[config.mk]
export PLATFORM = sky130hd
export DESIGN_NAME = ex_mem_stage_flat
export DESIGN_NICKNAME = d
export VERILOG_FILES = /design/src/rtl/ex_mem_stage_if.sv /design/src/rtl/ex_mem_stage.sv /design/src/flat_wrapper.sv
export SDC_FILE = /design/constraint.sdc
export NUM_CORES = 1
export LEC_CHECK = 0
export ABC_AREA = 1
export BUFFER_PORTS_ARGS = -buffer_cell sky130_fd_sc_hd__buf_2
export CAP_MARGIN = 20
export CORE_MARGIN = 2
export CORE_UTILIZATION = 49
export CTS_BUF_LIST = sky130_fd_sc_hd__clkbuf_16
export DETAILED_ROUTE_END_ITERATION = 10
export HOLD_SLACK_MARGIN = 0.02
export PLACE_DENSITY = 0.77
export SKIP_CTS_REPAIR_TIMING = 1
export SYNTH_ARGS = -nofsm -noshare
export SYNTH_HDL_FRONTEND = slang
export SYNTH_SLANG_ARGS = --single-unit
[constraint.sdc]
create_clock -name clk -period 1.8 [get_ports clk]
set_clock_uncertainty 0.15 [all_clocks]
set_input_delay 0.36 -clock clk [delete_from_list [all_inputs] [get_ports clk]]
set_output_delay 0.36 -clock clk [all_outputs]
set_load 0.05 [all_outputs]
[src/rtl/ex_mem_stage_if.sv]
// Execute -> memory stage bundle: execute beat in, skid-buffer head out, fetch redirect.
// master: the execute/memory side driving beats and out_ready (and flush).
// slave : ex_mem_stage, accepting beats and presenting head entry + redirect/trap pulses.
interface ex_mem_stage_if #(
  parameter int XLEN = 32,
  parameter int RA_W = 5
);
  logic            flush;
  // execute beat
  logic            in_valid;
  logic            in_ready;
  logic [XLEN-1:0] alu_out;
  logic            alu_zero;
  logic [XLEN-1:0] pc;
  logic [XLEN-1:0] imm;
  logic [XLEN-1:0] store_data;
  logic [RA_W-1:0] rd_addr;
  logic            is_branch;
  logic            is_jal;
  logic            is_jalr;
  logic [2:0]      funct3;
  logic            mem_read;
  logic            mem_write;
  logic            reg_write;
  // head entry toward memory stage
  logic            out_valid;
  logic            out_ready;
  logic [XLEN-1:0] out_result;
  logic [XLEN-1:0] out_store_data;
  logic [RA_W-1:0] out_rd_addr;
  logic [2:0]      out_funct3;
  logic            out_mem_read;
  logic            out_mem_write;
  logic            out_reg_write;
  // control-flow side channel to fetch
  logic            redirect_valid;
  logic [XLEN-1:0] redirect_pc;
  logic            trap_valid;

  modport master (
    output flush, in_valid, alu_out, alu_zero, pc, imm, store_data, rd_addr,
           is_branch, is_jal, is_jalr, funct3, mem_read, mem_write, reg_write,
           out_ready,
    input  in_ready, out_valid, out_result, out_store_data, out_rd_addr, out_funct3,
           out_mem_read, out_mem_write, out_reg_write, redirect_valid, redirect_pc,
           trap_valid
  );

  modport slave (
    input  flush, in_valid, alu_out, alu_zero, pc, imm, store_data, rd_addr,
           is_branch, is_jal, is_jalr, funct3, mem_read, mem_write, reg_write,
           out_ready,
    output in_ready, out_valid, out_result, out_store_data, out_rd_addr, out_funct3,
           out_mem_read, out_mem_write, out_reg_write, redirect_valid, redirect_pc,
           trap_valid
  );
endinterface

[src/rtl/ex_mem_stage.sv]
// Branch/jump resolution + writeback select feeding a 2-entry skid buffer to the memory stage.
// Latency: accepted beat -> out_valid 1 cycle; taken beat -> redirect_valid/trap_valid 1 cycle later.
// Backpressure: in_ready = entries < 2 (no same-cycle bypass when FULL); beats during redirect are dropped.
//
// Ports: clk, rst (synchronous, active-high) and bus (ex_mem_stage_if.slave) carrying flush,
// the execute beat (in_valid/in_ready + fields), the head entry (out_valid/out_ready + out_*),
// and redirect_valid/redirect_pc/trap_valid toward fetch.
// Option EX_MISALIGN_TRAP_EN: a taken target with [1:0]!=0 raises trap_valid instead of redirect,
// the entry is still enqueued with reg_write cleared. Without it, target[1:0] is forced to 00.
module ex_mem_stage #(
  parameter int XLEN = 32,
  parameter int RA_W = 5
) (
  input logic          clk,
  input logic          rst,
  ex_mem_stage_if.slave bus
);

  typedef struct packed {
    logic [XLEN-1:0] result;
    logic [XLEN-1:0] store_data;
    logic [RA_W-1:0] rd_addr;
    logic [2:0]      funct3;
    logic            mem_read;
    logic            mem_write;
    logic            reg_write;
  } ent_t;

  typedef enum logic [1:0] {
    EMPTY = 2'd0,
    ONE   = 2'd1,
    FULL  = 2'd2
  } state_t;

  state_t          state;
  ent_t            head;
  ent_t            tail;
  ent_t            new_ent;
  logic            redir_q;
  logic            trap_q;
  logic [XLEN-1:0] redir_pc_q;

  logic            accept;
  logic            pop;
  logic            br_cond;
  logic            taken;
  logic [XLEN-1:0] raw_target;
  logic [XLEN-1:0] redir_target;
  logic            redir_go;
  logic            trap_go;
  logic            kill_wb;

  // Handshake. A beat arriving while a redirect is being signalled is from the wrong path.
  assign bus.in_ready = (state != FULL);
  assign bus.out_valid = (state != EMPTY);
  assign accept = bus.in_valid & bus.in_ready & ~redir_q & ~bus.flush;
  assign pop    = bus.out_valid & bus.out_ready;

  // Branch condition: signed/unsigned less-than comes from the ALU compare bit in alu_out[0].
  always_comb begin
    br_cond = 1'b0;
    case (bus.funct3)
      3'b000:         br_cond = bus.alu_zero;
      3'b001:         br_cond = ~bus.alu_zero;
      3'b100, 3'b110: br_cond = bus.alu_out[0];
      3'b101, 3'b111: br_cond = ~bus.alu_out[0];
      default:        br_cond = 1'b0;
    endcase
  end

  assign taken      = bus.is_jal | bus.is_jalr | (bus.is_branch & br_cond);
  assign raw_target = bus.is_jalr ? (bus.alu_out & ~XLEN'(1)) : (bus.pc + bus.imm);

`ifdef EX_MISALIGN_TRAP_EN
  logic misalign;
  assign misalign     = |raw_target[1:0];
  assign redir_target = raw_target;
  assign redir_go     = accept & taken & ~misalign;
  assign trap_go      = accept & taken & misalign;
  assign kill_wb      = bus.is_branch | (taken & misalign);
`else
  assign redir_target = raw_target & ~XLEN'(3);
  assign redir_go     = accept & taken;
  assign trap_go      = 1'b0;
  assign kill_wb      = bus.is_branch;
`endif

  // Link value for jumps, ALU result (arith value or memory address) otherwise.
  always_comb begin
    new_ent            = '0;
    new_ent.result     = (bus.is_jal | bus.is_jalr) ? (bus.pc + XLEN'(4)) : bus.alu_out;
    new_ent.store_data = bus.store_data;
    new_ent.rd_addr    = bus.rd_addr;
    new_ent.funct3     = bus.funct3;
    new_ent.mem_read   = bus.mem_read;
    new_ent.mem_write  = bus.mem_write;
    new_ent.reg_write  = bus.reg_write & ~kill_wb;
  end

  always_ff @(posedge clk) begin
    if (rst) begin
      state      <= EMPTY;
      head       <= '0;
      tail       <= '0;
      redir_q    <= 1'b0;
      trap_q     <= 1'b0;
      redir_pc_q <= '0;
    end else if (bus.flush) begin
      // Data registers keep stale contents; out_valid is what qualifies them.
      state   <= EMPTY;
      redir_q <= 1'b0;
      trap_q  <= 1'b0;
    end else begin
      redir_q <= redir_go;
      trap_q  <= trap_go;
      if (redir_go | trap_go) redir_pc_q <= redir_target;

      case (state)
        EMPTY: begin
          if (accept) begin
            head  <= new_ent;
            state <= ONE;
          end
        end
        ONE: begin
          if (accept & pop) begin
            head <= new_ent;
          end else if (accept) begin
            tail  <= new_ent;
            state <= FULL;
          end else if (pop) begin
            state <= EMPTY;
          end
        end
        FULL: begin
          // in_ready is low here, so only a pop can happen.
          if (pop) begin
            head  <= tail;
            state <= ONE;
          end
        end
        default: state <= EMPTY;
      endcase
    end
  end

  assign bus.out_result     = head.result;
  assign bus.out_store_data = head.store_data;
  assign bus.out_rd_addr    = head.rd_addr;
  assign bus.out_funct3     = head.funct3;
  assign bus.out_mem_read   = head.mem_read;
  assign bus.out_mem_write  = head.mem_write;
  assign bus.out_reg_write  = head.reg_write;
  assign bus.redirect_valid = redir_q;
  assign bus.redirect_pc    = redir_pc_q;
  assign bus.trap_valid     = trap_q;

endmodule

[src/flat_wrapper.sv]
// flat-port wrapper written by rule: the top's interface ports become plain ports
module ex_mem_stage_flat 
#(
  parameter int XLEN = 32,
  parameter int RA_W = 5
)
  (clk, rst, bus_flush, bus_in_valid, bus_alu_out, bus_alu_zero, bus_pc, bus_imm, bus_store_data, bus_rd_addr, bus_is_branch, bus_is_jal, bus_is_jalr, bus_funct3, bus_mem_read, bus_mem_write, bus_reg_write, bus_out_ready, bus_in_ready, bus_out_valid, bus_out_result, bus_out_store_data, bus_out_rd_addr, bus_out_funct3, bus_out_mem_read, bus_out_mem_write, bus_out_reg_write, bus_redirect_valid, bus_redirect_pc, bus_trap_valid);
  ex_mem_stage_if #(.XLEN(XLEN), .RA_W(RA_W)) bus_i ();
  input logic clk;
  input logic rst;
  input wire logic [$bits(bus_i.flush)-1:0] bus_flush;
  input wire logic [$bits(bus_i.in_valid)-1:0] bus_in_valid;
  input wire logic [$bits(bus_i.alu_out)-1:0] bus_alu_out;
  input wire logic [$bits(bus_i.alu_zero)-1:0] bus_alu_zero;
  input wire logic [$bits(bus_i.pc)-1:0] bus_pc;
  input wire logic [$bits(bus_i.imm)-1:0] bus_imm;
  input wire logic [$bits(bus_i.store_data)-1:0] bus_store_data;
  input wire logic [$bits(bus_i.rd_addr)-1:0] bus_rd_addr;
  input wire logic [$bits(bus_i.is_branch)-1:0] bus_is_branch;
  input wire logic [$bits(bus_i.is_jal)-1:0] bus_is_jal;
  input wire logic [$bits(bus_i.is_jalr)-1:0] bus_is_jalr;
  input wire logic [$bits(bus_i.funct3)-1:0] bus_funct3;
  input wire logic [$bits(bus_i.mem_read)-1:0] bus_mem_read;
  input wire logic [$bits(bus_i.mem_write)-1:0] bus_mem_write;
  input wire logic [$bits(bus_i.reg_write)-1:0] bus_reg_write;
  input wire logic [$bits(bus_i.out_ready)-1:0] bus_out_ready;
  output wire logic [$bits(bus_i.in_ready)-1:0] bus_in_ready;
  output wire logic [$bits(bus_i.out_valid)-1:0] bus_out_valid;
  output wire logic [$bits(bus_i.out_result)-1:0] bus_out_result;
  output wire logic [$bits(bus_i.out_store_data)-1:0] bus_out_store_data;
  output wire logic [$bits(bus_i.out_rd_addr)-1:0] bus_out_rd_addr;
  output wire logic [$bits(bus_i.out_funct3)-1:0] bus_out_funct3;
  output wire logic [$bits(bus_i.out_mem_read)-1:0] bus_out_mem_read;
  output wire logic [$bits(bus_i.out_mem_write)-1:0] bus_out_mem_write;
  output wire logic [$bits(bus_i.out_reg_write)-1:0] bus_out_reg_write;
  output wire logic [$bits(bus_i.redirect_valid)-1:0] bus_redirect_valid;
  output wire logic [$bits(bus_i.redirect_pc)-1:0] bus_redirect_pc;
  output wire logic [$bits(bus_i.trap_valid)-1:0] bus_trap_valid;
  assign bus_i.flush = bus_flush;
  assign bus_i.in_valid = bus_in_valid;
  assign bus_i.alu_out = bus_alu_out;
  assign bus_i.alu_zero = bus_alu_zero;
  assign bus_i.pc = bus_pc;
  assign bus_i.imm = bus_imm;
  assign bus_i.store_data = bus_store_data;
  assign bus_i.rd_addr = bus_rd_addr;
  assign bus_i.is_branch = bus_is_branch;
  assign bus_i.is_jal = bus_is_jal;
  assign bus_i.is_jalr = bus_is_jalr;
  assign bus_i.funct3 = bus_funct3;
  assign bus_i.mem_read = bus_mem_read;
  assign bus_i.mem_write = bus_mem_write;
  assign bus_i.reg_write = bus_reg_write;
  assign bus_i.out_ready = bus_out_ready;
  assign bus_in_ready = bus_i.in_ready;
  assign bus_out_valid = bus_i.out_valid;
  assign bus_out_result = bus_i.out_result;
  assign bus_out_store_data = bus_i.out_store_data;
  assign bus_out_rd_addr = bus_i.out_rd_addr;
  assign bus_out_funct3 = bus_i.out_funct3;
  assign bus_out_mem_read = bus_i.out_mem_read;
  assign bus_out_mem_write = bus_i.out_mem_write;
  assign bus_out_reg_write = bus_i.out_reg_write;
  assign bus_redirect_valid = bus_i.redirect_valid;
  assign bus_redirect_pc = bus_i.redirect_pc;
  assign bus_trap_valid = bus_i.trap_valid;
  ex_mem_stage #(.XLEN(XLEN), .RA_W(RA_W)) u_core (.clk(clk), .rst(rst), .bus(bus_i));
endmodule
==> qor_table.md <==
| Group | Parameter | This run |
|---|---|---|
| power and ir drop | Power density normalized to cell area | 756.3 mW/mm2 |
| grt | Number of antenna violations at the first check in global routing | 0 |
| yosys | Area of the mapped netlist | 0.01074 mm2 |
| placed design | HPWL reported at the end of detailed placement | 28.24 mm |
| placed design | Weighted congestion at the end of routability-driven global placement | 0.9954 |
| setup path | Critical path data arrival time | 1.25 ns |
| power and ir drop | Highest ir drop seen on vdd | 0.6647 mV |
| cells and area | Area Growth Syn to Fin | 32.80% |
| sta | Top achievable clock speed | 567.5 MHz |
| setup path | Endpoint required time on the critical path | 1.29 ns |
| cells and area | Final cell area excluding filler cells | 0.01426 mm2 |
| clock network | Maximum number of buffers from clock root to sink | 2 |
| outcome | Result of the run | finished, final reports clean |
| sta | Max Slew Vio Count | 0 |
| die | Standard cell core area | 0.02169 mm2 |
| setup path | Type of destination of the critical path | output port |
| yosys | Count of distinct cell types in the synthesized netlist | 39 |
| run | Maxcap violations | 0 |
| sta | Minimum period implied by the final worst setup slack | 1.762 ns |
| die | Die height | 152.0 um |
| grt | Combined global-route utilization of all metal layers | 31.05% |
| drt | Remaining routing DRC violations | 0 |
| sta | Hold WS | 0.03139 ns |
| cells and area | Post-layout nets | 2,230 |
| drt | Number of detailed-route iterations in the first pass | 6 |
| drt | Met3 wire length | 2.102 mm |
| yosys | Area contributors post-synth | sky130_fd_sc_hd__dfxtp_1 (34%), sky130_fd_sc_hd__nand2_1 (17%), sky130_fd_sc_hd__o21ai_0 (8.4%) |
| sta | Setup repair after global routing missed its margin | true |
| setup path | Startpoint types | flop |
| clock network | Level count of the clock H-tree | 4 |
| grt | Total grt overflow | 0 |
| drt | Metal1 wirelength | 15.76 mm |
| sta | Ratio of final minimum period to clock period | 97.90% |
| hold path | Number of cells on the worst hold path | 3 |
| sta | Number of hold violations in the final report | 0 |
| setup path | Path depth of the worst reg2reg path | 7 |
| cells and area | Antenna fix cells | 0 |
| yosys | Number of enable-type register cells in the synthesized netlist | 0 |
| drt | Routed via count | 12,310 |
| drt | DRC marker count from the first detailed-route iteration | 740 |
| sta | TNS Setup | 0 ns |
| grt | Number of global-route vias before repair | 11,580 |
| grt | Largest net degree at the start of global routing | 83 |
| yosys | Post-Syn Area per Cell | 6.302 um2 |
| drt | Routed length on met2 | 17.54 mm |
| setup path | Worst Path Max Fanout | 4 |
| yosys | Number of register bits inferred by synthesis | 183 |
| placed design | Number of I/O port buffers | 255 |
| placed design | Placement Cell Area | 0.01336 mm2 |
| clock network | Clock sinks | 183 |
| clock network | CTS tree | done |
| cells and area | Layout cells sized above 1 | 26.18% |
| clock network | Clock transition at the registers of the reported paths | 0.08 ns |
| yosys | Total of warnings raised by yosys | 0 |
| setup path | Type of the worst setup path | flop to output port |
| yosys | Proportion of netlist area held by the largest area contributor | 34.11% |
| power and ir drop | Leakage power | 7.223 nW |
| drt | Post-Route WL | 37.06 mm |
| clock network | Number of buffers added by the clock tree synthesis step | 17 |
| drt | Vias per cell | 5.254 |
| drt | Topmost layer with routed signal wires | met4 |
| die | Top-Level Pins | 259 |
| placed design | Worst slack at placement | -0.5216 ns |
| yosys | Sequential share of the synthesized area | 34.11% |
| sta | Finish-stage setup viols | 0 |
| grt | Global-route wire length before repair | 58.65 mm |
| drt | Routed wire length per instance | 15.82 um |
| clock network | Insertion delay to the later sink of the worst-skew pair | 0.44 ns |
| yosys | Largest area contributor in the synthesized netlist | sky130_fd_sc_hd__dfxtp_1 |
| yosys | Gate Count Post-Synth | 1,704 |
| drt | Remaining number of nets flagged by the antenna check after routing | 0 |
| die | Rows | 54 |
| clock network | Clock Root Buffer | sky130_fd_sc_hd__clkbuf_16 |
| die | Die W | 152.0 um |
| hold path | Hold WC Path Type | input port to flop |
| die | Initial core utilization | 49.52% |
| yosys | Dominant register cell in the synthesized netlist | sky130_fd_sc_hd__dfxtp_1 |
| yosys | Share of flip-flops with an asynchronous set or reset | 0% |
| sta | Final Worst Setup Slack | 0.03780 ns |
| die | Floorplan die area | 0.02312 mm2 |
where the power goes:
group	switching, W	leakage [nW]	internal, W
registers	0.0000815	1.49	0.00419
logic	0.00178	5.45	0.00100
clock network	0.00186	0.283	0.00186
state kept, by name (all words and copies together) (netlist names):
name / flops
u_core.bus.out_reg_write: 1
u_core.bus.out_rd_addr: 5
u_core.state: 2
u_core.bus.out_result: 32
u_core.bus.out_store_data: 32
u_core.bus.out_mem_write: 1
u_core.bus.redirect_pc: 30
u_core.tail: 75
u_core.bus.redirect_valid: 1
u_core.bus.out_mem_read: 1
u_core.bus.out_funct3: 3
final timing paths:
path                                         startpoint                                          to  slack (ns)
setup / recovery           u_core.state[0]$_SDFFE_PP0P_                                bus_in_ready        0.04
setup reg to reg   u_core.bus.redirect_valid$_SDFF_PP0_                u_core.tail[38]$_SDFFE_PP0P_        0.14
hold / removal                       bus_store_data[21]  u_core.bus.out_store_data[21]$_SDFFE_PP0P_        0.03
hold reg to reg   u_core.bus.out_result[7]$_SDFFE_PP0P_       u_core.bus.out_result[7]$_SDFFE_PP0P_        0.32
synthesized netlist by cell type (all sizes together), types with 7 or more instances:
master and number:
xor2 23, buf 36, a211oi 9, inv 177, a31oi 47, nand2 475, nor2 224, or2 7
clkbuf 51, o21ai 191, nor3 9, a21oi 141, nand4 8, ha 31, o211ai 8, dfxtp 183
nand3 61
placed cells by master (no fill, tap or decap), drive strengths merged:
cell and n:
nand3b 6, and3 4, clkinvlp 1, buf 413
a211oi 9, dfxtp 183, o211ai 8, o21bai 2
conb 3, mux2i 3, inv 183, clkbuf 17
nor2 224, nand2 475, xor2 23, xnor2 6
clkinv 7, ha 31, nand4 8, a31oi 47
nand3 61, nor3 9, o21ai 191, and2 1
a21oi 141, or2 7
metal layers:
metal,vias up,GRT usage [%]
li1,6187,-
met4,0,14.11
met5,-,0
met2,469,53.02
met1,5563,38.91
met3,92,4.392
worst max-delay path: stages, from the launching register on:
cell and delay (ns):
sky130_fd_sc_hd__dfxtp_2 0.33, sky130_fd_sc_hd__buf_4 0.14, sky130_fd_sc_hd__nor2_4 0.12, sky130_fd_sc_hd__inv_4 0.07, sky130_fd_sc_hd__buf_8 0.15
final cells by class:
type | instances | area (um2)
Clock buffer | 17 | 425.4
Clock inverter | 14 | 161.4
Fill cell | 2019 | 7427
Inverter | 177 | 670.6
Multi-Input combinational cell | 1259 | 6345
Sequential cell | 183 | 3666
Tap cell | 280 | 350.3
Timing Repair Buffer | 413 | 2643
per-stage QoR:
| step | std cells | total power [W] | utilization [%] |
|---|---|---|---|
| CTS | 2340 | 0.01071 | 64.31 |
| floorplan | 1706 | 0.005955 | - |
| global placement | 2309 | 0.006987 | 61.60 |
| finish | 2343 | 0.01079 | 65.76 |
| detailed placement | 2309 | 0.007009 | 61.60 |
| global route | 2343 | 0.01123 | 65.76 |
cell families after synthesis:
| kind of cell | after synthesis | synth area share, % |
|---|---|---|
| other cells | 1 | 0.03492 |
| compound gates | 398 | 19.66 |
| simple gates | 795 | 30.11 |
| xor+xnor | 29 | 2.365 |
| flops | 183 | 34.11 |
| mux | 3 | 0.2796 |
| buf+inv | 264 | 9.833 |
| fa+ha+maj | 31 | 3.612 |
No activity file was read; power rests on OpenSTA's default activity.
